File: src/rtl/eff_tremolo_lfo.sv
// -----------------------------------------------------------------------------
// eff_tremolo_lfo
//   Tremolo effect. A signed audio stream is amplitude-modulated by an internal
//   LFO. The LFO phase advances once per accepted sample (vld_i & en), so the
//   modulation rate is tied to the sample rate rather than to clk. The fixed
//   3-stage pipeline has the same latency in bypass and in effect mode.
//
// Ports
//   clk       system clock
//   rst       asynchronous reset, active-high
//   en        1 = tremolo applied, 0 = bit-exact bypass (LFO phase held)
//   rate      phase increment per accepted sample (unsigned)
//   depth     modulation depth, 0 = none, 2^L-1 = full
//   shape     00 triangle, 01 square, 10 saw-down, 11 triangle
//   lfo_sync  clears the LFO phase (retrigger), wins over the increment
//   data_i    input sample, signed
//   vld_i     data_i valid this cycle
//   data_o    output sample, signed; holds its last value while vld_o = 0
//   vld_o     data_o valid, vld_i delayed by exactly 3 clocks
//   lfo_o     registered LFO value w (LED/debug)
// -----------------------------------------------------------------------------
module eff_tremolo_lfo #(
  parameter int DATA_WIDTH  = 8,
  parameter int LFO_WIDTH   = 8,
  parameter int PHASE_WIDTH = 16
) (
  input  logic                          clk,
  input  logic                          rst,
  input  logic                          en,
  input  logic [PHASE_WIDTH-1:0]        rate,
  input  logic [LFO_WIDTH-1:0]          depth,
  input  logic [1:0]                    shape,
  input  logic                          lfo_sync,
  input  logic signed [DATA_WIDTH-1:0]  data_i,
  input  logic                          vld_i,
  output logic signed [DATA_WIDTH-1:0]  data_o,
  output logic                          vld_o,
  output logic [LFO_WIDTH-1:0]          lfo_o
);

  localparam int PROD_W = DATA_WIDTH + LFO_WIDTH + 1;
  localparam logic [LFO_WIDTH:0] UNITY_GAIN = {1'b1, {LFO_WIDTH{1'b0}}};

  // g = en ? 2^L - ((depth * (2^L-1-w)) >> L) : 2^L
  // The full 2L-bit product is kept so the shift floors the exact value.
  function automatic logic [LFO_WIDTH:0] calc_gain(
    input logic                 en_a,
    input logic [LFO_WIDTH-1:0] depth_a,
    input logic [LFO_WIDTH-1:0] w_a
  );
    logic [2*LFO_WIDTH-1:0] prod;
    logic [LFO_WIDTH-1:0]   inv_w;
    inv_w = ~w_a;
    prod  = {{LFO_WIDTH{1'b0}}, depth_a} * {{LFO_WIDTH{1'b0}}, inv_w};
    if (en_a)
      return UNITY_GAIN - (LFO_WIDTH+1)'(prod >> LFO_WIDTH);
    else
      return UNITY_GAIN;
  endfunction

  // Signed sample times unsigned gain. Operands are extended by hand so the
  // multiply is done at full width; |p| <= 2^(DATA_WIDTH-1) * 2^L fits PROD_W.
  function automatic logic signed [PROD_W-1:0] mul_gain(
    input logic signed [DATA_WIDTH-1:0] d_a,
    input logic [LFO_WIDTH:0]           g_a
  );
    logic signed [PROD_W:0] de;
    logic signed [PROD_W:0] ge;
    de = {{(PROD_W+1-DATA_WIDTH){d_a[DATA_WIDTH-1]}}, d_a};
    ge = {{(PROD_W-LFO_WIDTH){1'b0}}, g_a};
    return PROD_W'(de * ge);
  endfunction

  // Arithmetic shift = floor rounding. g <= 2^L so the result always fits.
  function automatic logic signed [DATA_WIDTH-1:0] scale_floor(
    input logic signed [PROD_W-1:0] p_a
  );
    return DATA_WIDTH'(p_a >>> LFO_WIDTH);
  endfunction

  logic [PHASE_WIDTH-1:0]        phase_q, phase_d;
  logic [LFO_WIDTH:0]            t;
  logic [LFO_WIDTH-1:0]          w;
  logic [LFO_WIDTH-1:0]          lfo_q;
  logic [LFO_WIDTH:0]            gain_d;

  logic signed [DATA_WIDTH-1:0]  data_p1_q;
  logic [LFO_WIDTH:0]            gain_p1_q;
  logic                          vld_p1_q;
  logic signed [PROD_W-1:0]      prod_p2_q;
  logic                          vld_p2_q;
  logic signed [DATA_WIDTH-1:0]  data_p3_q;
  logic                          vld_p3_q;

  always_comb begin
    phase_d = phase_q;
    if (lfo_sync)
      phase_d = '0;
    else if (vld_i && en)
      phase_d = phase_q + rate;
  end

  // LFO value from the pre-increment phase.
  assign t = phase_q[PHASE_WIDTH-1 -: LFO_WIDTH+1];

  always_comb begin
    w = t[LFO_WIDTH-1:0];
    case (shape)
      2'b01:   w = t[LFO_WIDTH] ? '0 : '1;
      2'b10:   w = ~t[LFO_WIDTH-1:0];
      default: w = t[LFO_WIDTH] ? ~t[LFO_WIDTH-1:0] : t[LFO_WIDTH-1:0];
    endcase
  end

  assign gain_d = calc_gain(en, depth, w);

  always_ff @(posedge clk or posedge rst) begin
    if (rst) begin
      phase_q   <= '0;
      lfo_q     <= '0;
      data_p1_q <= '0;
      gain_p1_q <= '0;
      vld_p1_q  <= 1'b0;
      prod_p2_q <= '0;
      vld_p2_q  <= 1'b0;
      data_p3_q <= '0;
      vld_p3_q  <= 1'b0;
    end else begin
      phase_q   <= phase_d;
      lfo_q     <= w;
      // stage 1: capture sample, gain and valid together
      data_p1_q <= data_i;
      gain_p1_q <= gain_d;
      vld_p1_q  <= vld_i;
      // stage 2: multiply
      prod_p2_q <= mul_gain(data_p1_q, gain_p1_q);
      vld_p2_q  <= vld_p1_q;
      // stage 3: scale back, update output only for valid samples
      if (vld_p2_q)
        data_p3_q <= scale_floor(prod_p2_q);
      vld_p3_q  <= vld_p2_q;
    end
  end

  assign data_o = data_p3_q;
  assign vld_o  = vld_p3_q;
  assign lfo_o  = lfo_q;

endmodule

File: config.mk
export PLATFORM = sky130hd
export DESIGN_NAME = eff_tremolo_lfo
export DESIGN_NICKNAME = d
export VERILOG_FILES = /design/src/rtl/eff_tremolo_lfo.sv
export SDC_FILE = /design/constraint.sdc
export NUM_CORES = 1
export LEC_CHECK = 0
export BUFFER_PORTS_ARGS = -buffer_cell sky130_fd_sc_hd__buf_2
export CORE_ASPECT_RATIO = 1.25
export CORE_UTILIZATION = 62
export CTS_CLUSTER_DIAMETER = 200
export DETAILED_ROUTE_END_ITERATION = 8
export PLACE_DENSITY = 0.82
export SYNTH_ARGS = -nofsm -noshare
export SYNTH_HDL_FRONTEND = slang
export SYNTH_SLANG_ARGS = --single-unit
File: constraint.sdc
create_clock -name clk -period 7.24 [get_ports clk]
set_clock_uncertainty 0.05 [all_clocks]
set_input_delay 0.362 -clock clk [delete_from_list [all_inputs] [get_ports clk]]
set_output_delay 0.362 -clock clk [all_outputs]
set_load 0.01 [all_outputs]
======== After elaboration in Yosys (flattened, before gate mapping) ========
Cells that the tools add are included.
operators by class
  add/sub/neg operators ................... 2
  multipliers ............................. 2
  div/mod/pow operators ................... 0
  order comparisons ....................... 0
  equal/unequal tests ..................... 2
  shift-type cells ........................ 0
  multiplexer cells ....................... 6
  bitwise logic cells ..................... 2
  reductions and logical operators ........ 2
operator list
  cell                   count
  $mux W16               2
  $add A16 B16 Y16       1
  $mul A8 B10 Y16        1
  $mul A8 B8 Y16         1
  $mux W8                2
  $not A8 Y8             2
  $pmux W8 S2            1
  $mux W9                1
  $sub A9 B8 Y9 const A  1
  $eq A2 B1 Y1 const B   1
  $eq A2 B2 Y1 const B   1
  $reduce_bool A2 Y1     1
  $logic_and A1 B1 Y1    1
word-level totals
  flip-flop bits (word level) ............. 68
  latch bits .............................. 0
  memory bits (writable) .................. 0
  bits in read-only memories .............. 0
  bits of input ports ..................... 39
  word-level logic and storage cells ...... 25
  memories ................................ 0

======== Longest topological paths before layout ========
Gate-level depths: netlist (run 1).
  depth after elaboration ................. 7
  gate-level depth with buffers ........... 27
  mapped depth without buffers ............ 26

======== Worst setup path before layout (run 1) ========
No wires, ideal clock.
  kind .................................... input-to-reg
  from .................................... in shape[0]
  to ...................................... reg gain_p1_q[7]
  arrival ................................. 6.096 ns
  required time ........................... 7.051 ns
  setup slack ............................. 0.956 ns
  stages on the path ...................... 23
  path buffers ............................ 2
  cells stage by stage .................... inv_1 -> ha_1 -> buf_6 -> mux2i_4 -> o22a_1 -> nand2_1 -> fa_1 -> fa_1 -> inv_1 -> fa_1 -> inv_1 -> fa_1 -> inv_1 -> ha_1 -> a2111oi_0 -> and3b_1 -> o311ai_4 -> nand3_2 -> a311o_1 -> buf_6 -> nand4_1 -> mux2i_1 -> or4b_1
on the way
  word-level cells in the longest chain between the ends .. 6
ends and longest elaborated chain
  item                                          line  source
  start, declared                               32    input logic [1:0] shape,
  $eq A2 B2 Y1 or $eq A2 B1 Y1 (tied branches)  108   case (shape)
  $pmux W8 S2 *                                 108
  $not A8 Y8 *                                  53    inv_w = ~w_a;
  $mul A8 B8 Y16 *                              54    prod = {{LFO_WIDTH{1'b0}}, depth_a} * {{LFO_WIDTH{1'b0}}, inv_w};
  $sub A9 B8 Y9 *                               56    return UNITY_GAIN - (LFO_WIDTH+1)'(prod >> LFO_WIDTH);
  $mux W9 *                                     55    if (en_a)
  via gain_d[7]                                 85    logic [LFO_WIDTH:0] gain_d;
  end signal, assigned                          133   gain_p1_q <= gain_d;
  end, declared                                 88    logic [LFO_WIDTH:0] gain_p1_q;
Mark *: on every way through the listed nets, which the timed path passes. The rest lies on a longest branch.
A chain may end at the register's enable or synchronous reset.

======== Worst setup path in the final report (run 1) ========
Same ends and word-level chain as after synthesis.

==> results of run 1 <==
-- critical path, cell delays in order --
cell,delay (ns)
buf_2,0.09
inv_1,0.04
ha_1,0.52
mux2i_4,0.49
o22a_1,0.27
nand2_1,0.10
fa_1,0.50
fa_1,0.54
inv_1,0.06
fa_1,0.53
inv_1,0.05
fa_1,0.53
inv_1,0.04
ha_1,0.19
a2111oi_0,0.46
and3b_1,0.29
o311ai_4,0.38
nand3_2,0.17
a311o_1,0.47
o21ai_0,0.15
o41ai_1,0.11
or4b_1,0.52
-- stage by stage --
stage | util | setup slack, ns
floorplan | - | 0.956
global placement | 0.669 | 0.453
detailed placement | 0.669 | 0.244
CTS | 0.697 | 0.568
global route | 0.697 | 0.222
finish | 0.697 | 0.513
-- final cells by class --
cell class                 instances  area (um^2)  share of cell area
multi-input combinational        561         5020               0.650
sequential                        60         1500               0.194
inverter                         119          447              0.0578
timing repair buffer              56          283              0.0366
clock buffer                       9          225              0.0292
tap                              135          169              0.0219
clock inverter                     7         80.1              0.0104
-- cell families (layout without fill, tap and decap cells) --
kind of cell,count (synthesis),after routing,synth area share
AND/OR/NAND/NOR,245,245,0.172
buffers and inverters,130,191,0.0726
AO/OA/AOI/OAI,106,106,0.105
multiplexers,12,12,0.0203
adder cells (fa/ha/maj),164,164,0.374
flip-flops,60,60,0.214
XOR/XNOR,34,34,0.0423
-- per-layer routing --
metal	GRT usage	vias up
li1	-	2560
met1	0.324	2674
met5	0	-
met4	0.114	0
met3	0.0317	40
met2	0.507	155
-- flip-flops by register name, summed over array words and instances, names as in the netlist --
signal,count
lfo_o,8
data_o,8
vld_o,1
prod_p2_q,8
data_p1_q,8
vld_p2_q,1
vld_p1_q,1
gain_p1_q,9
phase_q,16
-- power groups by stage --
stage / Sequential, mW / Clock, mW / Combinational, mW
after detailed placement: 0.531 / 0 / 3.14
after floorplan: 0.517 / 0 / 2.51
after CTS: 0.525 / 0.455 / 3.17
after global placement: 0.527 / 0 / 2.98
after global routing: 0.536 / 0.470 / 3.65
final: 0.527 / 0.447 / 3.16
-- cells in the final DEF, fill, tap and decap left out, types with 5 or more instances in the layout --
cell type,synthesis,routed
a21o_1,10,10
a21oi_1,39,39
and2_1,53,53
and3_1,10,10
buf_2,0,55
clkbuf_16,0,9
dfrtp_1,60,60
fa_1,77,77
ha_1,87,87
inv_1,119,118
mux2_2,8,8
nand2_1,63,63
nand2b_1,6,6
nand3_1,5,5
nand3b_1,5,5
nand4_1,6,6
nor2_1,77,77
nor2b_1,5,5
o21ai_0,11,11
o21bai_1,5,5
o22a_1,5,5
xnor2_1,27,27
xor2_1,7,7
-- worst max-delay path by stage --
| stage | to | slack [ns] | cells past startpoint |
|---|---|---|---|
| 6_report | gain_p1_q[7] | 0.51 | 22 |
| 5_1_grt | gain_p1_q[7] | 0.22 | 22 |
| 4_1_cts | gain_p1_q[7] | 0.57 | 22 |
| 3_5_place_dp | gain_p1_q[7] | 0.24 | 22 |
| 3_3_place_gp | gain_p1_q[7] | 0.45 | 22 |
| 2_1_floorplan | gain_p1_q[7] | 0.96 | 23 |
-- Yosys cell counts, types with 2 or more instances --
cell       number
o22ai_4         2
clkbuf_1        5
buf_6           2
nor2b_1         5
o22a_2          2
nor3_1          4
nand3b_1        5
a21o_1         10
o41ai_1         3
a211oi_1        4
and2_1         53
mux2i_1         3
nand2_1        63
o22a_1          5
o31ai_1         3
xor2_1          7
nand3_1         5
mux2_2          8
nand4_1         6
buf_1           2
and3_1         10
or3_1           3
fa_1           77
dfrtp_1        60
inv_1         119
xnor2_1        27
a2111oi_0       2
a21boi_0        2
ha_1           87
o21ai_0        11
a31oi_1         2
o21bai_1        5
buf_4           2
a211o_1         2
nand2b_1        6
nor2_1         77
nand4b_1        2
o21a_1          3
a21oi_1        39
==> metrics.txt, run 1 <==
Fill cells 804; largest net degree at the start of global routing 61; wire per inst 15.7 um; Ys Warns 0; Slew Limit Fails 0; Fin. Hold Viols 0; Ant. Diodes 0; CTS max path bufs 2; Cell variety after synth 57; Tot GR Track Use 0.275; non-filler cells, final about 950; die area about 12000 um^2; r2r worst-path depth 19; maxcap violations 0; ys async rst share 1.00; Die Wd a little under 100 um; cts hold-fix bufs 0; Final ANT Viol Nets 0; layout cells sized above 1 0.112; Endpoint, Worst Hold data_p1_q[6]; H-Tree Depth 3; prevailing post-synth register cell dfrtp_1; final setup fails 0; Residual DRC 0; sequential fraction of the synthesis area 0.214; initial antenna violation count 0; top cells by area, synth fa_1 (22%), dfrtp_1 (21%), ha_1 (15%); Static Leak between 3 and 4 nW; first-pass GRT wire length about 26000 um; Total Nets Final 1010; worst-case headroom to the max-slew limit 0.490; Syn Nets approximately 950; Synth Instances 751; worst hold path class in2reg; M1 wire length between 6000 and 7000 um; worst-margin pin slew 0.766 ns; RSZ-0062 raised after global routing no; r2r setup slk 0.69 ns; worst vdd ir ~310 uV; global placement routability congestion 0.914; Hold Path Stages 1; CTS tree done; IO Port Bufs between 50 and 60; Setup crit start kind input port; via count between 5000 and 6000; CTS Buf Count 9; Final Cell Area 7720 um^2; internal power 2.13 mW; Post-CTS Resized 0; Gate power share 0.765; Critical Path End Type register; Cell Pwr Density 536 nW/um^2; first-pass iteration count of the detailed router 5; I/O Pins 56; Met2 Wirelength 7720 um; Switching Fraction 0.485; CTS root buffer clkbuf_16; power consumption 4.14 mW; clk sinks 60; met3 wire length 594 um; post-CTS setup buffers 0; Site Rows 43; Layout Area Growth over Synthesis 9.86%; fin crit period a little under 7 ns; Psw approximately 2.0 mW; Initial DRC Count 272; Post-Route WL 14800 um; grt ovf 0; r2r startpoint phase_q[15]; Seq cells post-synth 60; Placement Cell Area 7420 um^2; via/cell ratio 5.73; CP Class in2reg; Clk pwr share 0.108; worst-path fanout max 10; worst endpoint required time 7.39 ns; Mean Syn Cell Area about 9.4 um^2; reg-to-reg endpoint gain_p1_q[7]; CP arrival 6.87 ns; Clock Latency Late Sink 0.34 ns; Placed Cells 931; Die Y between 100 and 150 um; HPWL Detailed 12000 um; starting density of the core 0.634; outcome complete, no violations; Post-Syn Area 7030 um^2; cell type with the largest total area after synthesis fa_1; EDFF count, synth 0; Core Area 11100 um^2; number of global-route vias before repair 5752; sequential share of power 0.127; Worst-path clk slew 0.06 ns; Worst Setup SP shape[0]; setup TNS 0 ns; hold slack 0.0784 ns; fmax 0.149 GHz; top layer in use met4; hold wc startpoint data_i[6]; Tcrit/Tclk final 0.929; top-area cell type share of the netlist area 0.219
Power figures use the tool's default switching activity.
==> run 2: changes to the inputs <==
CTS_CLUSTER_SIZE = 25   (was not set)
REMOVE_ABC_BUFFERS = 1   (was not set)
TNS_END_PERCENT = 30   (was not set)
==> run 2 against run 1 <==
Net effect: final area increased by 0.28%; sequential cell count unchanged; clock power increased by 4.7%; cell count up 0.11%; utilization is 0.19 points higher; sequential power is essentially flat; count of clock-buffer cells in the layout stayed put; largest power group unchanged.
==> metrics.txt, run 2 (synthesized netlist as in run 1, its figures left out) <==
via count 5409 (-0.37%); IO Port Bufs 55 (unchanged); CP arrival 6.78 ns (-0.09 ns); Tcrit/Tclk final 0.915 (-0.0137); worst-case headroom to the max-slew limit 0.504 (+0.0149); H-Tree Depth 3 (unchanged); Residual DRC 0 (unchanged); via/cell ratio 5.71 (-0.47%); Final Cell Area 7750 um^2 (+0.28%); number of global-route vias before repair 5756 (+0.070%); HPWL Detailed 11900 um (-0.59%); CTS Buf Count 9 (unchanged); I/O Pins 56 (unchanged); Worst-path clk slew 0.06 ns (about the same); CTS tree done; largest registers phase_q (16), gain_p1_q (9); wire per inst 15.3 um (-2.1%); Site Rows 43 (unchanged); Core Area 11100 um^2 (unchanged); Static Leak 4.00 nW (+0.33%); RSZ-0062 raised after global routing no; Final ANT Viol Nets 0 (unchanged); Post-CTS Resized 0 (unchanged); global placement routability congestion 0.932 (+1.9%); Placement Cell Area 7420 um^2 (unchanged); Setup crit start kind input port; die area 11800 um^2 (unchanged); layout cells sized above 1 0.112 (unchanged); Die Y 121 um (unchanged); grt ovf 0 (unchanged); CTS max path bufs 2 (unchanged); starting density of the core 0.634 (unchanged); final setup fails 0 (unchanged); Initial DRC Count 238 (-13%); worst-margin pin slew 0.743 ns (-0.0223 ns); worst hold path class in2reg; fin crit period 6.63 ns (-0.0991 ns); Tot GR Track Use 0.271 (-0.00325); worst endpoint required time 7.39 ns (about the same); maxcap violations 0 (unchanged); Total Nets Final 1010 (unchanged); worst vdd ir 348 uV (+13%); max FFs per register 16 (unchanged); cts hold-fix bufs 0 (unchanged); non-filler cells, final 948 (+0.11%); first-pass GRT wire length 25600 um (-1.4%); final core utilization 0.699 (+0.00192); largest net degree at the start of global routing 61 (unchanged); initial antenna violation count 0 (unchanged); CTS root buffer clkbuf_16; post-CTS setup buffers 0 (unchanged); CP Class in2reg; worst-path fanout max 10 (unchanged); clk sinks 60 (unchanged); largest register by flop count phase_q; outcome complete, no violations; Slew Limit Fails 0 (unchanged); most common cell after layout, fill and taps aside inv_1; Clock Latency Late Sink 0.34 ns (about the same); first-pass iteration count of the detailed router 5 (unchanged); Placed Cells 931 (unchanged); fmax 0.151 GHz (+1.5%); Die Wd 97.3 um (unchanged); hold slack 0.0742 ns (-0.00417 ns); Cell Pwr Density 530 nW/um^2 (-1.1%); Layout Area Growth over Synthesis 10.2%; Fin. Hold Viols 0 (unchanged); Critical Path End Type register; most frequent cells in the layout inv_1 (118), ha_1 (87), nor2_1 (77), fa_1 (77), nand2_1 (63); setup TNS 0 ns (unchanged); Post-Route WL 14500 um (-2.0%)
[run 2: cell count changes in the layout (fill, tap and decap cells not counted), sizes merged]
cell      previous run  this run
bufinv               1         2
clkinv               0         2
clkinvlp             2         1
diode                0         1
inv                123       121
[run 2: final timing paths]
check | startpoint | endpoint | slack [ns] | depth (start not counted)
hold / removal | data_i[6] | data_p1_q[6] | 0.07 | 1
hold reg to reg | vld_p1_q | vld_p2_q | 0.31 | 0
max in group asynchronous | rst | gain_p1_q[8] | 6.47 | 3
min in group asynchronous | rst | phase_q[3] | 0.18 | 3
setup / recovery | shape[0] | gain_p1_q[7] | 0.61 | 22
setup reg to reg | phase_q[15] | gain_p1_q[7] | 0.76 | 19
[run 2: cell type report]
class	count	area, um^2
diodes	1	2.50
clock buffers	9	225
clock inverters	7	98.8
fillers	844	3340
inverters	119	447
multi-input cells	561	5020
flip-flops and latches	60	1500
well taps	135	169
repair buffers	56	283
[run 2: where the power goes]
group / total [mW] / switching, mW / internal [mW]
logic: 3.11 / 1.70 / 1.41
registers: 0.530 / 0.0782 / 0.452
clock network: 0.468 / 0.165 / 0.303
[run 2: metal layers]
metal  up-vias  part of all wire  global-route usage
met2       171              0.53               0.498
met1      2636              0.39               0.308
met4         0             0.029               0.132
li1       2563                 -                   -
met5         -                 0                   0
met3        39             0.047              0.0403
[run 2: through the flow]
stage | total power [mW] | worst slack [ns]
global placement | 3.46 | 0.462
detailed placement | 3.62 | 0.293
floorplan | 3.00 | 0.825
global route | 4.62 | 0.196
finish | 4.10 | 0.612
CTS | 4.13 | 0.622
[run 2: critical path, cell delays in order]
cell	delay, ns
buf_2	0.09
inv_1	0.04
ha_1	0.51
mux2i_4	0.49
o22a_1	0.26
nand2_1	0.10
fa_1	0.49
fa_1	0.54
inv_1	0.05
fa_1	0.54
inv_1	0.06
fa_1	0.52
inv_1	0.04
ha_1	0.19
a2111oi_0	0.46
and3b_1	0.29
o311ai_4	0.37
nand3_2	0.17
a311o_1	0.46
nand4_1	0.14
mux2i_1	0.08
or4b_1	0.52
